`src/rtl/wb_irq_ctrl_pkg.sv`:
```
// Shared definitions for the Wishbone interrupt controller: register map,
// interrupt id type, bus response states and a byte-lane helper.
package irq_ctrl_pkg;

  localparam logic [1:0] IRQ_STATUS  = 2'd0;
  localparam logic [1:0] IRQ_PENDING = 2'd1;
  localparam logic [1:0] IRQ_ENABLE  = 2'd2;
  localparam logic [1:0] IRQ_ACTIVE  = 2'd3;

  typedef logic [4:0] irq_id_t;

  typedef enum logic [1:0] {
    BUS_DROP = 2'd0,
    BUS_IDLE = 2'd1,
    BUS_RESP = 2'd2
  } bus_state_e;

  function automatic logic [31:0] lane_mask(input logic [3:0] sel);
    return {{8{sel[3]}}, {8{sel[2]}}, {8{sel[1]}}, {8{sel[0]}}};
  endfunction

endpackage

```
`src/rtl/wb_irq_ctrl_if.sv`:
```
// Wishbone B3 classic slave signal bundle for the interrupt controller.
interface wb_irq_ctrl_if;
  logic [31:0] wb_adr_i;
  logic [31:0] wb_dat_i;
  logic [3:0]  wb_sel_i;
  logic        wb_we_i;
  logic        wb_cyc_i;
  logic        wb_stb_i;
  logic [2:0]  wb_cti_i;
  logic [1:0]  wb_bte_i;
  logic [31:0] wb_dat_o;
  logic        wb_ack_o;
  logic        wb_err_o;
  logic        wb_rty_o;

  modport slave (
    input  wb_adr_i, wb_dat_i, wb_sel_i, wb_we_i, wb_cyc_i, wb_stb_i,
           wb_cti_i, wb_bte_i,
    output wb_dat_o, wb_ack_o, wb_err_o, wb_rty_o
  );

  modport master (
    output wb_adr_i, wb_dat_i, wb_sel_i, wb_we_i, wb_cyc_i, wb_stb_i,
           wb_cti_i, wb_bte_i,
    input  wb_dat_o, wb_ack_o, wb_err_o, wb_rty_o
  );
endinterface

```
`src/rtl/wb_irq_ctrl_sync.sv`:
```
// Single-bit multi-flop synchroniser for one asynchronous interrupt source.
module irq_sync #(
  parameter int SYNC_STAGES = 2
) (
  input  logic i_clk,
  input  logic i_rst_n,
  input  logic i_d,
  output logic o_q
);

  logic [SYNC_STAGES-1:0] r_sync;

  always_ff @(posedge i_clk or negedge i_rst_n) begin
    if (!i_rst_n) begin
      r_sync <= '0;
    end else begin
      r_sync <= {r_sync[SYNC_STAGES-2:0], i_d};
    end
  end

  assign o_q = r_sync[SYNC_STAGES-1];

endmodule

```
`src/rtl/wb_irq_ctrl.sv`:
```
// Wishbone interrupt controller: synchronised sources, edge/level pending,
// enable mask, registered irq and lowest-index id.
//
// state    | meaning
// BUS_DROP | after reset; wait for cyc&stb low so a cut-off access never acks
// BUS_IDLE | ready; cyc&stb accepts the access and performs it this edge
// BUS_RESP | ack/err high for one cycle; request ignored, forces a low gap
module wb_irq_ctrl
  import irq_ctrl_pkg::*;
#(
  parameter int          NUM_IRQ     = 8,
  parameter logic [31:0] EDGE_MASK   = 32'h0,
  parameter int          SYNC_STAGES = 2
) (
  input  logic               wb_clk_i,
  input  logic               wb_rst_n_i,
  input  logic [NUM_IRQ-1:0] irq_src_i,
  wb_irq_ctrl_if.slave       wb,
  output logic               irq_o,
  output irq_id_t            irq_id_o
);

  localparam logic [NUM_IRQ-1:0] EDGE_BITS = EDGE_MASK[NUM_IRQ-1:0];

  function automatic irq_id_t prio_enc(input logic [NUM_IRQ-1:0] v);
    irq_id_t id;
    id = '0;
    for (int i = NUM_IRQ - 1; i >= 0; i--) begin
      if (v[i]) id = irq_id_t'(i);
    end
    return id;
  endfunction

  logic [NUM_IRQ-1:0] w_sync;
  logic [NUM_IRQ-1:0] r_hist;
  logic [NUM_IRQ-1:0] r_pend_edge;
  logic [NUM_IRQ-1:0] r_en;
  logic [NUM_IRQ-1:0] w_rise;
  logic [NUM_IRQ-1:0] w_pend;
  logic [NUM_IRQ-1:0] w_active;
  logic [NUM_IRQ-1:0] w_clr;

  bus_state_e r_state;
  bus_state_e w_state_nxt;
  logic       w_req;
  logic       w_accept;
  logic       w_ro;
  logic       w_bad;
  logic       w_wr;
  logic [1:0] w_addr;
  logic [31:0] w_lane;
  logic [31:0] w_wdat;
  logic [31:0] w_rdat;
  logic       r_ack;
  logic       r_err;
  logic [31:0] r_dat;
  logic       r_irq;
  irq_id_t    r_id;
  logic       w_unused;

  for (genvar g = 0; g < NUM_IRQ; g++) begin : g_sync
    irq_sync #(
      .SYNC_STAGES(SYNC_STAGES)
    ) u_sync (
      .i_clk  (wb_clk_i),
      .i_rst_n(wb_rst_n_i),
      .i_d    (irq_src_i[g]),
      .o_q    (w_sync[g])
    );
  end

  // Level sources follow the synchronised input directly; only edge bits are stored.
  assign w_rise   = w_sync & ~r_hist & EDGE_BITS;
  assign w_pend   = (r_pend_edge & EDGE_BITS) | (w_sync & ~EDGE_BITS);
  assign w_active = w_pend & r_en;

  assign w_req  = wb.wb_cyc_i & wb.wb_stb_i;
  assign w_addr = wb.wb_adr_i[3:2];
  assign w_ro   = (w_addr == IRQ_STATUS) || (w_addr == IRQ_ACTIVE);
  assign w_bad  = w_accept & wb.wb_we_i & w_ro;
  assign w_wr   = w_accept & wb.wb_we_i & ~w_ro;
  assign w_lane = lane_mask(wb.wb_sel_i);
  assign w_wdat = wb.wb_dat_i & w_lane;
  assign w_clr  = (w_wr && (w_addr == IRQ_PENDING)) ? (w_wdat[NUM_IRQ-1:0] & EDGE_BITS)
                                                     : '0;

  assign w_unused = ^{wb.wb_adr_i, w_wdat, w_lane, wb.wb_cti_i, wb.wb_bte_i};

  always_comb begin
    w_state_nxt = r_state;
    w_accept    = 1'b0;
    unique case (r_state)
      BUS_DROP: if (!w_req) w_state_nxt = BUS_IDLE;
      BUS_IDLE: begin
        if (w_req) begin
          w_accept    = 1'b1;
          w_state_nxt = BUS_RESP;
        end
      end
      BUS_RESP: w_state_nxt = BUS_IDLE;
      default:  w_state_nxt = BUS_DROP;
    endcase
  end

  always_comb begin
    w_rdat = '0;
    unique case (w_addr)
      IRQ_STATUS:  w_rdat[NUM_IRQ-1:0] = w_sync;
      IRQ_PENDING: w_rdat[NUM_IRQ-1:0] = w_pend;
      IRQ_ENABLE:  w_rdat[NUM_IRQ-1:0] = r_en;
      IRQ_ACTIVE:  w_rdat[NUM_IRQ-1:0] = w_active;
      default:     w_rdat = '0;
    endcase
  end

  always_ff @(posedge wb_clk_i or negedge wb_rst_n_i) begin
    if (!wb_rst_n_i) begin
      r_state <= BUS_DROP;
      r_ack   <= 1'b0;
      r_err   <= 1'b0;
      r_dat   <= '0;
    end else begin
      r_state <= w_state_nxt;
      r_ack   <= w_accept & ~w_bad;
      r_err   <= w_bad;
      r_dat   <= (w_accept && !w_bad) ? w_rdat : '0;
    end
  end

  // Set beats clear: a new edge landing with a W1C leaves the bit pending.
  always_ff @(posedge wb_clk_i or negedge wb_rst_n_i) begin
    if (!wb_rst_n_i) begin
      r_hist      <= '0;
      r_pend_edge <= '0;
      r_en        <= '0;
    end else begin
      r_hist      <= w_sync;
      r_pend_edge <= (r_pend_edge & ~w_clr) | w_rise;
      if (w_wr && (w_addr == IRQ_ENABLE)) begin
        r_en <= (r_en & ~w_lane[NUM_IRQ-1:0]) | w_wdat[NUM_IRQ-1:0];
      end
    end
  end

  always_ff @(posedge wb_clk_i or negedge wb_rst_n_i) begin
    if (!wb_rst_n_i) begin
      r_irq <= 1'b0;
      r_id  <= '0;
    end else begin
      r_irq <= |w_active;
      r_id  <= prio_enc(w_active);
    end
  end

  assign irq_o       = r_irq;
  assign irq_id_o    = r_id;
  assign wb.wb_ack_o = r_ack;
  assign wb.wb_err_o = r_err;
  assign wb.wb_dat_o = r_dat;
  assign wb.wb_rty_o = 1'b0;

endmodule

```
`src/flat_wrapper.sv`:
```
// flat-port wrapper written by rule: the top's interface ports become plain ports
module wb_irq_ctrl_flat import irq_ctrl_pkg::*;
#(
  parameter int          NUM_IRQ     = 8,
  parameter logic [31:0] EDGE_MASK   = 32'h0,
  parameter int          SYNC_STAGES = 2
)
  (wb_clk_i, wb_rst_n_i, irq_src_i, irq_o, irq_id_o, wb_wb_adr_i, wb_wb_dat_i, wb_wb_sel_i, wb_wb_we_i, wb_wb_cyc_i, wb_wb_stb_i, wb_wb_cti_i, wb_wb_bte_i, wb_wb_dat_o, wb_wb_ack_o, wb_wb_err_o, wb_wb_rty_o);
  wb_irq_ctrl_if wb_i ();
  input  logic wb_clk_i;
  input  logic wb_rst_n_i;
  input  logic [NUM_IRQ-1:0] irq_src_i;
  output logic irq_o;
  output irq_id_t irq_id_o;
  input wire logic [$bits(wb_i.wb_adr_i)-1:0] wb_wb_adr_i;
  input wire logic [$bits(wb_i.wb_dat_i)-1:0] wb_wb_dat_i;
  input wire logic [$bits(wb_i.wb_sel_i)-1:0] wb_wb_sel_i;
  input wire logic [$bits(wb_i.wb_we_i)-1:0] wb_wb_we_i;
  input wire logic [$bits(wb_i.wb_cyc_i)-1:0] wb_wb_cyc_i;
  input wire logic [$bits(wb_i.wb_stb_i)-1:0] wb_wb_stb_i;
  input wire logic [$bits(wb_i.wb_cti_i)-1:0] wb_wb_cti_i;
  input wire logic [$bits(wb_i.wb_bte_i)-1:0] wb_wb_bte_i;
  output wire logic [$bits(wb_i.wb_dat_o)-1:0] wb_wb_dat_o;
  output wire logic [$bits(wb_i.wb_ack_o)-1:0] wb_wb_ack_o;
  output wire logic [$bits(wb_i.wb_err_o)-1:0] wb_wb_err_o;
  output wire logic [$bits(wb_i.wb_rty_o)-1:0] wb_wb_rty_o;
  assign wb_i.wb_adr_i = wb_wb_adr_i;
  assign wb_i.wb_dat_i = wb_wb_dat_i;
  assign wb_i.wb_sel_i = wb_wb_sel_i;
  assign wb_i.wb_we_i = wb_wb_we_i;
  assign wb_i.wb_cyc_i = wb_wb_cyc_i;
  assign wb_i.wb_stb_i = wb_wb_stb_i;
  assign wb_i.wb_cti_i = wb_wb_cti_i;
  assign wb_i.wb_bte_i = wb_wb_bte_i;
  assign wb_wb_dat_o = wb_i.wb_dat_o;
  assign wb_wb_ack_o = wb_i.wb_ack_o;
  assign wb_wb_err_o = wb_i.wb_err_o;
  assign wb_wb_rty_o = wb_i.wb_rty_o;
  wb_irq_ctrl #(.NUM_IRQ(NUM_IRQ), .EDGE_MASK(EDGE_MASK), .SYNC_STAGES(SYNC_STAGES)) u_core (.wb_clk_i(wb_clk_i), .wb_rst_n_i(wb_rst_n_i), .irq_src_i(irq_src_i), .wb(wb_i), .irq_o(irq_o), .irq_id_o(irq_id_o));
endmodule
```
`config.mk`:
```
export PLATFORM = sky130hd
export DESIGN_NAME = wb_irq_ctrl_flat
export DESIGN_NICKNAME = d
export VERILOG_FILES = /design/src/rtl/wb_irq_ctrl_pkg.sv /design/src/rtl/wb_irq_ctrl_if.sv /design/src/rtl/wb_irq_ctrl_sync.sv /design/src/rtl/wb_irq_ctrl.sv /design/src/flat_wrapper.sv
export SDC_FILE = /design/constraint.sdc
export NUM_CORES = 1
export LEC_CHECK = 0
export ABC_AREA = 1
export BUFFER_PORTS_ARGS = -buffer_cell sky130_fd_sc_hd__buf_2
export CORE_ASPECT_RATIO = 1.5
export CORE_UTILIZATION = 42
export CTS_CLUSTER_SIZE = 24
export DETAILED_ROUTE_END_ITERATION = 16
export PLACE_DENSITY = 0.88
export SLEW_MARGIN = 40
export SYNTH_ARGS = -nofsm -noshare
export SYNTH_HDL_FRONTEND = slang
export SYNTH_SLANG_ARGS = --single-unit
```
`constraint.sdc`:
```
create_clock -name wb_clk_i -period 2.9 [get_ports wb_clk_i]
set_clock_uncertainty 0.05 [all_clocks]
set_input_delay 0.435 -clock wb_clk_i [delete_from_list [all_inputs] [get_ports wb_clk_i]]
set_output_delay 0.435 -clock wb_clk_i [all_outputs]
set_load 0.02 [all_outputs]
```
==> results_dict.tcl, run 1 <==
set metrics [dict create \
    routedWlPerCell_microns 10.2 \
    yosys_warnings 0 \
    place_inst 231 \
    hold_viol 0 \
    status "completed" \
    grt.total_usage_pct 13.7 \
    start_util_pct 44.4 \
    r2r_cells 4 \
    setup_viol 0 \
    ant_nets 0 \
    gr-total-overflow 0 \
    design.core.area_sq_um 3720 \
    hold_class "input port to asynchronous set/reset pin" \
    min_period_ns 1.67 \
    yosys_register_bits 40 \
    route.detailed.drc 0 \
    cts.sinks 40 \
    yosysSeqAreaShare_pct 60.7 \
    synth_cells 154 \
    syn_area_sq_um 1650 \
    tns_ns 0 \
    vias 1044 \
    area_growth_pct 12.6 \
    gp_congestion 0.761 \
    die-area_sq_um 4190 \
    cts_max_level 2 \
    period_share_pct 57.5 \
    cp-end-kind "flop" \
    fp-row-count 27 \
    synth_cell_types 18 \
    post_dp_cell_area_sq_um 1770 \
    drtIter0Drc 25 \
    setup_slack_ns 1.23 \
    grt_pass1_vias 1001 \
    pre_cts_ws_ns 0.921 \
    start_kind "input port" \
    cts_buffer_depth 2 \
    viasPerCell 4.37 \
    portBuffers 37 \
    nets 283 \
    drive_gt1_share_pct 28.6 \
    p_leak_uw 0.00106 \
    cp_data_arrival_time_ns 1.78 \
    postCtsSetupBuffers 0 \
    cap_viol_max_count 0 \
    cts_resized 0 \
    critPathKind "input port to flop" \
    tightest_slew_ns 0.613 \
    grt_max_degree 41 \
    first_pass_iters 4 \
    grt_setup_unrepaired "no" \
    io_pins 127 \
    hold_buffers 0 \
    die_w_microns 53.2 \
    r2r_setup_slack_ns 1.41 \
    fin_area_sq_um 1860 \
    syn_area_per_cell_sq_um 10.7 \
    root_buffer "clkbuf_8" \
    critPathRequiredTime_ns 3.02 \
    antennaDiodeCount 0 \
    fmax_ghz 0.600 \
    ir_drop_v 0.000365 \
    antenna_found_initial 0 \
    place_hpwl_microns 1900 \
    clk_pin_slew_worst_paths_ns 0.07 \
    insertion_delay_ns 0.28 \
    die_h_microns 78.8 \
    critical_path.max_fanout 16 \
    slew_violations 0 \
    slew_headroom_pct 58.9 \
    p_per_area_nw_per_um2 624 \
    wl_microns 2450 \
    cts_buffers 5 \
    grt_first_pass_wirelength_microns 4060 \
    cts_tree "built" \
    finalNonFillerCells 239 \
]
worst paths after layout:
check,startpoint,endpoint
setup / recovery,wb_wb_adr_i[2],flop
hold / removal,wb_rst_n_i,u_core.g_sync[5].u_sync.r_sync[1]
setup reg to reg,u_core.r_state[1],flop
hold reg to reg,u_core.g_sync[5].u_sync.r_sync[0],u_core.g_sync[5].u_sync.r_sync[1]
max in group asynchronous,wb_rst_n_i,u_core.g_sync[1].u_sync.r_sync[1]
min in group wb_clk_i,irq_src_i[0],u_core.g_sync[0].u_sync.r_sync[0]
cell type report:
class / count / area (sq um)
inverter: 15 / 56.3
multi-input combinational: 96 / 469
tap: 43 / 53.8
sequential: 40 / 1000
timing repair buffer: 37 / 188
fill: 354 / 1860
clock buffer: 8 / 90.1
Yosys cell counts:
cell type	instances	area (sq um)
nor3_4	1	16.3
inv_1	14	52.6
nand2_1	27	101
o21ai_2	8	70.1
nor2_1	15	56.3
inv_2	1	3.75
a31oi_1	1	6.26
conb_1	1	3.75
buf_4	28	210
a21oi_1	2	10.0
nor3_1	1	5.00
buf_6	1	11.3
ha_1	2	25.0
nand3_2	1	10.0
dfrtp_1	40	1000
o22ai_1	8	50.1
nand2_2	2	12.5
o21ai_1	1	5.00
worst max-delay path: stages:
cell and delay [ns]:
buf_2 0.10, inv_1 0.05, ha_1 0.37, nand2_1 0.08
nor2_1 0.13, nand3_2 0.35, nand2_1 0.19, o21ai_2 0.07
through the flow:
stage	util [%]	power (uW)	hold WS, ns
2_1_floorplan	-	779	0.0894
3_3_place_gp	47.5	802	0.283
3_5_place_dp	47.5	810	0.287
4_1_cts	49.9	1170	0.194
5_1_grt	50.0	1220	0.0877
6_report	50.0	1160	0.0530
cells in the final DEF, fill, tap and decap left out, drive strengths merged, types with 2 or more instances in the layout:
| cell type | n |
|---|---|
| a21oi | 2 |
| buf | 37 |
| clkbuf | 8 |
| conb | 27 |
| dfrtp | 40 |
| ha | 2 |
| inv | 15 |
| nand2 | 29 |
| nor2 | 15 |
| nor3 | 2 |
| o21ai | 9 |
| o22ai | 8 |
kinds of logic after synthesis:
logic type                 after synthesis  share of synthesized area, %
buffers and inverters                   44                          16.8
AOI/OAI and AO/OA                       20                          8.57
DFF                                     40                          60.7
and+or+nand+nor                         47                          12.2
adders and majority gates                2                          1.52
other                                    1                         0.227
power by group:
part	switching [uW]	total, uW	internal (uW)	leakage (uW)
sequential	20.2	623	602	0.000509
clock	168	361	194	0.0000455
combinational	121	176	54.8	0.000506
metal layers:
metal / vias to the layer above / share of wire, % / GRT usage [%]
li1: 506 / - / -
met1: 479 / 35 / 13.0
met2: 55 / 54 / 24.2
met3: 4 / 8.3 / 4.79
met4: 0 / 2.4 / 7.63
met5: - / 0 / 0
(Power assumes the default switching activity.)
==> run 2: changes to the inputs <==
- ABC_AREA: 1 -> 0
- CORE_UTILIZATION: 42 -> 35
- PLACE_DENSITY: 0.88 -> 0.79
- clock period: 2.9 -> 1.4 ns (I/O delays scaled with it)
==> run 2 against run 1 <==
  * Count of clock-buffer cells in the layout down 3
  * Synthesized area did not move
  * Cell count is 0.42% lower
  * Core utilization decreased by 4.5 points
  * Combinational power rose by 120%
  * Largest cell class unchanged
  * First-iteration DRC count fell by 24%
  * The run now ends with design-rule violations left
  * Final area increased by 11%
  * Critical path type is now flop to flop
  * Sequential share of layout area decreased by 5.4 points
==> results_dict.tcl, run 2 <==
set metrics [dict create \
    status "finished with violations" \
    violations "design-rule violations" \
    wl_met3_microns 209 \
    cts_resized 0 \
    p_per_area_nw_per_um2 1250 \
    start_util_pct 36.3 \
    crit_buf_inv 0 \
    top_layer "met4" \
    wl_met2_microns 1280 \
    yosysMostFrequentCell "dfrtp_1" \
    portBuffers 37 \
    cap_viol_max_count 0 \
    drive_gt1_share_pct 40.8 \
    tns_ns 0 \
    synth_cell_types 25 \
    yosys.area_share.xor_xnor_pct 0 \
    cp_data_arrival_time_ns 1.46 \
    grt_setup_unrepaired "no" \
    hold_class "input port to flop" \
    hp-start "wb_wb_dat_i[0]" \
    netlist_top_cells_area "dfrtp_1 61%, buf_4 13%, o221a_2 5.5%, mux2_2 4.8%, nand4b_4 2.9%" \
    gp_congestion 0.816 \
    die-area_sq_um 5000 \
    synth_area_leader_cell "dfrtp_1" \
    yosysSeqAreaShare_pct 60.7 \
    async_reset_ff_share_pct 100 \
    synth.mux.area_fraction_pct 5.46 \
    wl_microns 2420 \
    vias 1000 \
    grt.total_usage_pct 10.9 \
    fillers 432 \
    setup_viol 0 \
    hold_slack_ns 0.104 \
    r2r-start "u_core.r_state[1]" \
    grt_first_pass_wirelength_microns 3970 \
    layout_common_cells "40 x dfrtp_1, 37 x buf_2, 27 x conb_1" \
    area_growth_pct 25.2 \
    yosys_warnings 0 \
    drtIter0Drc 19 \
    r2r_cells 3 \
    cts_buffer_depth 2 \
    insertion_delay_ns 0.29 \
    antenna_found_initial 0 \
    wl_met1_microns 857 \
    io_pins 127 \
    critPathKind "flop to flop" \
    cts.sinks 40 \
    hold_viol 0 \
    period_share_pct 95.4 \
    cp-end-kind "flop" \
    cts_buffers 5 \
    r2r_setup_slack_ns 0.06 \
    fmax_ghz 0.749 \
    slew_violations 0 \
    synthFlopType "dfrtp_1" \
    viasPerCell 4.20 \
    gr-total-overflow 0 \
    path_delay_family "simple AND/OR/NAND/NOR gates" \
    root_buffer "clkbuf_8" \
    cts_tree "built" \
    min_period_ns 1.34 \
    routedWlPerCell_microns 10.1 \
    clk_pin_slew_worst_paths_ns 0.07 \
    die_h_microns 86.1 \
    synth-simple-area-share_pct 8.34 \
    ant_nets 0 \
    synth_cells 117 \
    cts_max_level 2 \
    die_w_microns 58.1 \
    holdPathStages 2 \
    layout_commonest_cell "dfrtp_1" \
    synth_fa_ha_area_share_pct 1.52 \
    grt_max_degree 27 \
    critical_path.max_fanout 8 \
    synth-edff-count 0 \
    start_kind "flop" \
    design.core.area_sq_um 4540 \
    synth_top_area_share_pct 60.7 \
    fp-row-count 30 \
    worstPathCellList "nand4b_4 > nor2_8 > mux2_2" \
    synth-compound-area-share_pct 10.6 \
    syn_area_per_cell_sq_um 14.1 \
    route.detailed.drc 3 \
    critPathRequiredTime_ns 1.52 \
    cpMaxStageDelayCell "dfrtp_1" \
    place_hpwl_microns 1910 \
    first_pass_iters 12 \
    slowest_delay_ns 0.38 \
    grt_pass1_vias 896 \
    ir_drop_v 0.000551 \
    yosys_register_bits 40 \
    antennaDiodeCount 0 \
    p_leak_uw 0.00110 \
    synth_top_family_by_area "buffers and inverters" \
    syn_area_sq_um 1650 \
    cp_num_cells 3 \
    synth_common_cells "40 x dfrtp_1, 28 x buf_4, 8 x o221a_2" \
    nets 261 \
]
run 2: cell count changes in the layout (fill, tap and decap cells not counted), sizes merged, moves of 3 or more:
cell,previous run,this run
clkbuf,8,5
dlygate4sd3,0,9
buf,37,42
o221a,0,8
o21ai,9,1
inv,15,2
nand2,29,7
nor2,15,4
mux2,0,8
o22ai,8,0
run 2: how the worst max path moves through the flow:
stage / slack (ns) / from / endpoint
CTS: 0.03 / u_core.r_state[1] / flop
floorplan: 0.02 / wb_wb_adr_i[2] / flop
global route: 0.005 / u_core.r_state[1] / flop
finish: 0.06 / u_core.r_state[1] / flop
detailed placement: -0.17 / wb_wb_adr_i[2] / flop
global placement: -0.13 / wb_wb_adr_i[2] / flop
run 2: stage by stage:
step / setup WS [ns] / cells / instance area [sq um] / total power, uW / utilization [%]
2_1_floorplan: 0.0186 / 143 / 1760 / 1600 / -
3_3_place_gp: -0.129 / 220 / 1860 / 1680 / 40.9
3_5_place_dp: -0.166 / 220 / 1860 / 1690 / 40.9
4_1_cts: 0.0289 / 237 / 2060 / 2620 / 45.3
5_1_grt: 0.00484 / 238 / 2070 / 2710 / 45.5
6_report: 0.0648 / 238 / 2070 / 2580 / 45.5
run 2: per-layer routing:
layer	vias up	GRT usage, %
met5	-	0
li1	470	-
met2	62	18.8
met3	8	3.62
met4	0	7.58
met1	460	10.7
run 2: area by class of cell:
class | instances | area (sq um) | area share (%)
inverters | 2 | 7.51 | 0.363
repair buffers | 51 | 325 | 15.7
multi-input cells | 73 | 542 | 26.2
clock buffers | 5 | 68.8 | 3.33
clock inverters | 3 | 42.5 | 2.06
well taps | 64 | 80.1 | 3.87
flip-flops and latches | 40 | 1000 | 48.4
run 2: worst reg2reg max path, delay by kind of cell, from the launching register on:
| kind | cells | cell delay [ns] |
|---|---|---|
| DFF | 1 | 0.38 |
| muxes | 1 | 0.36 |
| and+or+nand+nor | 2 | 0.44 |
run 2: report_power, final:
| group | total [uW] | leakage, uW | internal, uW | switching [uW] |
|---|---|---|---|---|
| clock network | 895 | 0.0000541 | 527 | 368 |
| logic | 384 | 0.000541 | 153 | 232 |
| registers | 1300 | 0.000509 | 1250 | 53.9 |
| total | 2580 | 0.00110 | 1930 | 654 |
run 2: cells by family (layout without fill, tap and decap cells):
kind of cell / after synthesis / count (layout)
flip-flops: 40 / 40
buffers and inverters: 30 / 61
AO/OA/AOI/OAI: 18 / 18
AND/OR/NAND/NOR: 18 / 18
multiplexers: 8 / 8
adder cells (fa/ha/maj): 2 / 2
other: 1 / 27
run 2: repair_timing:
| action | 4_1_cts | 5_1_grt |
|---|---|---|
| setup buffers | 0 | 1 |
| hold endpoints to repair | 22 | 0 |
| hold buffers | 9 | 0 |
| endpoints found under the setup margin | 0 | 7 |
==> run 3: changes to the inputs <==
- CORE_ASPECT_RATIO: 1.5 -> 0.6
==> run 3 against run 2 <==
  * Non-clock buffer count shrank 1
  * The flow now finishes without violations
  * Count of clock-buffer cells in the layout stayed put
  * Flip-flop and latch count is the same
  * Total power down 5.6%
  * Cell count shrank 2.1%
  * Sequential share of layout area up 0.65 points
==> results_dict.tcl, run 3 (synthesis results as in run 2) <==
set metrics [dict create \
    r2r-start "u_core.r_state[1]" \
    grt_pass1_vias 898 \
    grt_max_degree 25 \
    ir_drop_v 0.000561 \
    cts.sinks 40 \
    route.detailed.drc 0 \
    crit_start "u_core.r_state[1]" \
    finalPower_uw 2430 \
    layout_commonest_cell "dfrtp_1" \
    critPathKind "flop to flop" \
    cp-end-kind "flop" \
    vias 977 \
    p_seq_share_pct 53.8 \
    setup_viol 0 \
    die_h_microns 55.2 \
    io_pins 127 \
    clk_pin_slew_worst_paths_ns 0.08 \
    design.core.area_sq_um 4300 \
    cts_tree "built" \
    portBuffers 37 \
    drtIter0Drc 56 \
    slew_violations 0 \
    cts_max_level 2 \
    grt_setup_unrepaired "yes" \
    gp_congestion 0.807 \
    area_growth_pct 23.6 \
    final_core_util_pct 47.4 \
    wl_microns 2730 \
    die_w_microns 90.7 \
    netSwitchingFraction_pct 28.2 \
    antenna_found_initial 0 \
    start_util_pct 38.4 \
    hold_viol 0 \
    min_period_ns 1.36 \
    ant_nets 0 \
    clkPwrFrac_pct 30.2 \
    routedWlPerCell_microns 11.7 \
    p_per_area_nw_per_um2 1190 \
    insertion_delay_ns 0.29 \
    combPwrFrac_pct 16.0 \
    place_hpwl_microns 1990 \
    cts_buffer_depth 2 \
    cts_buffers 5 \
    p_leak_uw 0.00109 \
    period_share_pct 97.1 \
    power.internal_uw 1750 \
    root_buffer "clkbuf_8" \
    nets 260 \
    first_pass_iters 4 \
    viasPerCell 4.19 \
    power_switching_uw 687 \
    antennaDiodeCount 0 \
    die-area_sq_um 5000 \
    grt_first_pass_wirelength_microns 4370 \
    start_kind "flop" \
    hold_class "input port to flop" \
    drive_gt1_share_pct 41.0 \
    status "completed" \
    fmax_ghz 0.735 \
    gr-total-overflow 0 \
    cap_viol_max_count 0 \
    critPathRequiredTime_ns 1.53 \
    fp-row-count 18 \
    cp_data_arrival_time_ns 1.49 \
    fin_area_sq_um 2040 \
    post_dp_cell_area_sq_um 1850 \
    layout_common_cells "40 x dfrtp_1, 37 x buf_2, 27 x conb_1" \
    hp-start "wb_wb_dat_i[6]" \
    critical_path.max_fanout 8 \
    grt.total_usage_pct 12.5 \
]
==> run 3: changes by cell type in the layout (fill, tap and decap cells not counted), sizes merged <==
| cell | previous run | this run |
|---|---|---|
| bufinv | 1 | 0 |
| buf | 42 | 41 |
| clkinv | 1 | 3 |
| clkinvlp | 1 | 0 |
==> run 3: power by group through the flow <==
stage / combinational (uW) / clock (uW) / sequential [uW]
detailed placement: 366 / 0 / 1330
global route: 428 / 815 / 1320
floorplan: 242 / 0 / 1360
global placement: 361 / 0 / 1330
CTS: 386 / 758 / 1310
finish: 389 / 736 / 1310
==> run 3: routing by layer <==
metal	wire [microns]	vias up	track usage (%)
li1	-	465	-
met1	1340	460	16.5
met2	1110	47	17.2
met3	231	5	5.05
met4	44	0	8.06
met5	0	-	0
==> run 3: worst max-delay path: stages, from the launching register on <==
cell and delay (ns):
dfrtp_1 0.39, nand4b_4 0.25, nor2_8 0.20, mux2_2 0.35
==> run 3: final timing paths <==
check	to	slack, ns	cells past startpoint
hold / removal	flop	0.08	2
hold reg to reg	u_core.g_sync[5].u_sync.r_sync[1]	0.30	0
setup / recovery	flop	0.04	3
setup reg to reg	flop	0.04	3
min in group asynchronous	u_core.g_sync[4].u_sync.r_sync[0]	0.31	2
max in group asynchronous	u_core.wb.wb_ack_o	0.55	3
==> run 3: final cells by class <==
cell class	instances	area (sq um)
fill	415	2260
sequential	40	1000
multi-input combinational	73	551
timing repair buffer	50	318
tap	60	75.1
clock buffer	5	68.8
clock inverter	3	18.8
inverter	2	7.51
==> run 3: stage by stage <==
stage,std cells,TNS [ns],hold WS (ns),worst slack (ns)
after floorplan,143,0,-0.136,0.0186
after global placement,216,-0.974,0.0860,-0.124
after detailed placement,216,-0.989,0.0901,-0.133
after CTS,233,0,0.0760,0.0328
after global routing,233,-0.00959,0.0817,-0.00323
final,233,0,0.0812,0.0402
==> run 3: what timing repair did <==
| action | 4_1_cts | 5_1_grt |
|---|---|---|
| buffers inserted | 0 | 0 |
| endpoints found under the hold margin | 24 | 0 |
| hold buffers | 9 | 0 |
| setup endpoints to repair | 0 | 2 |
| gates resized for setup | 0 | 2 |
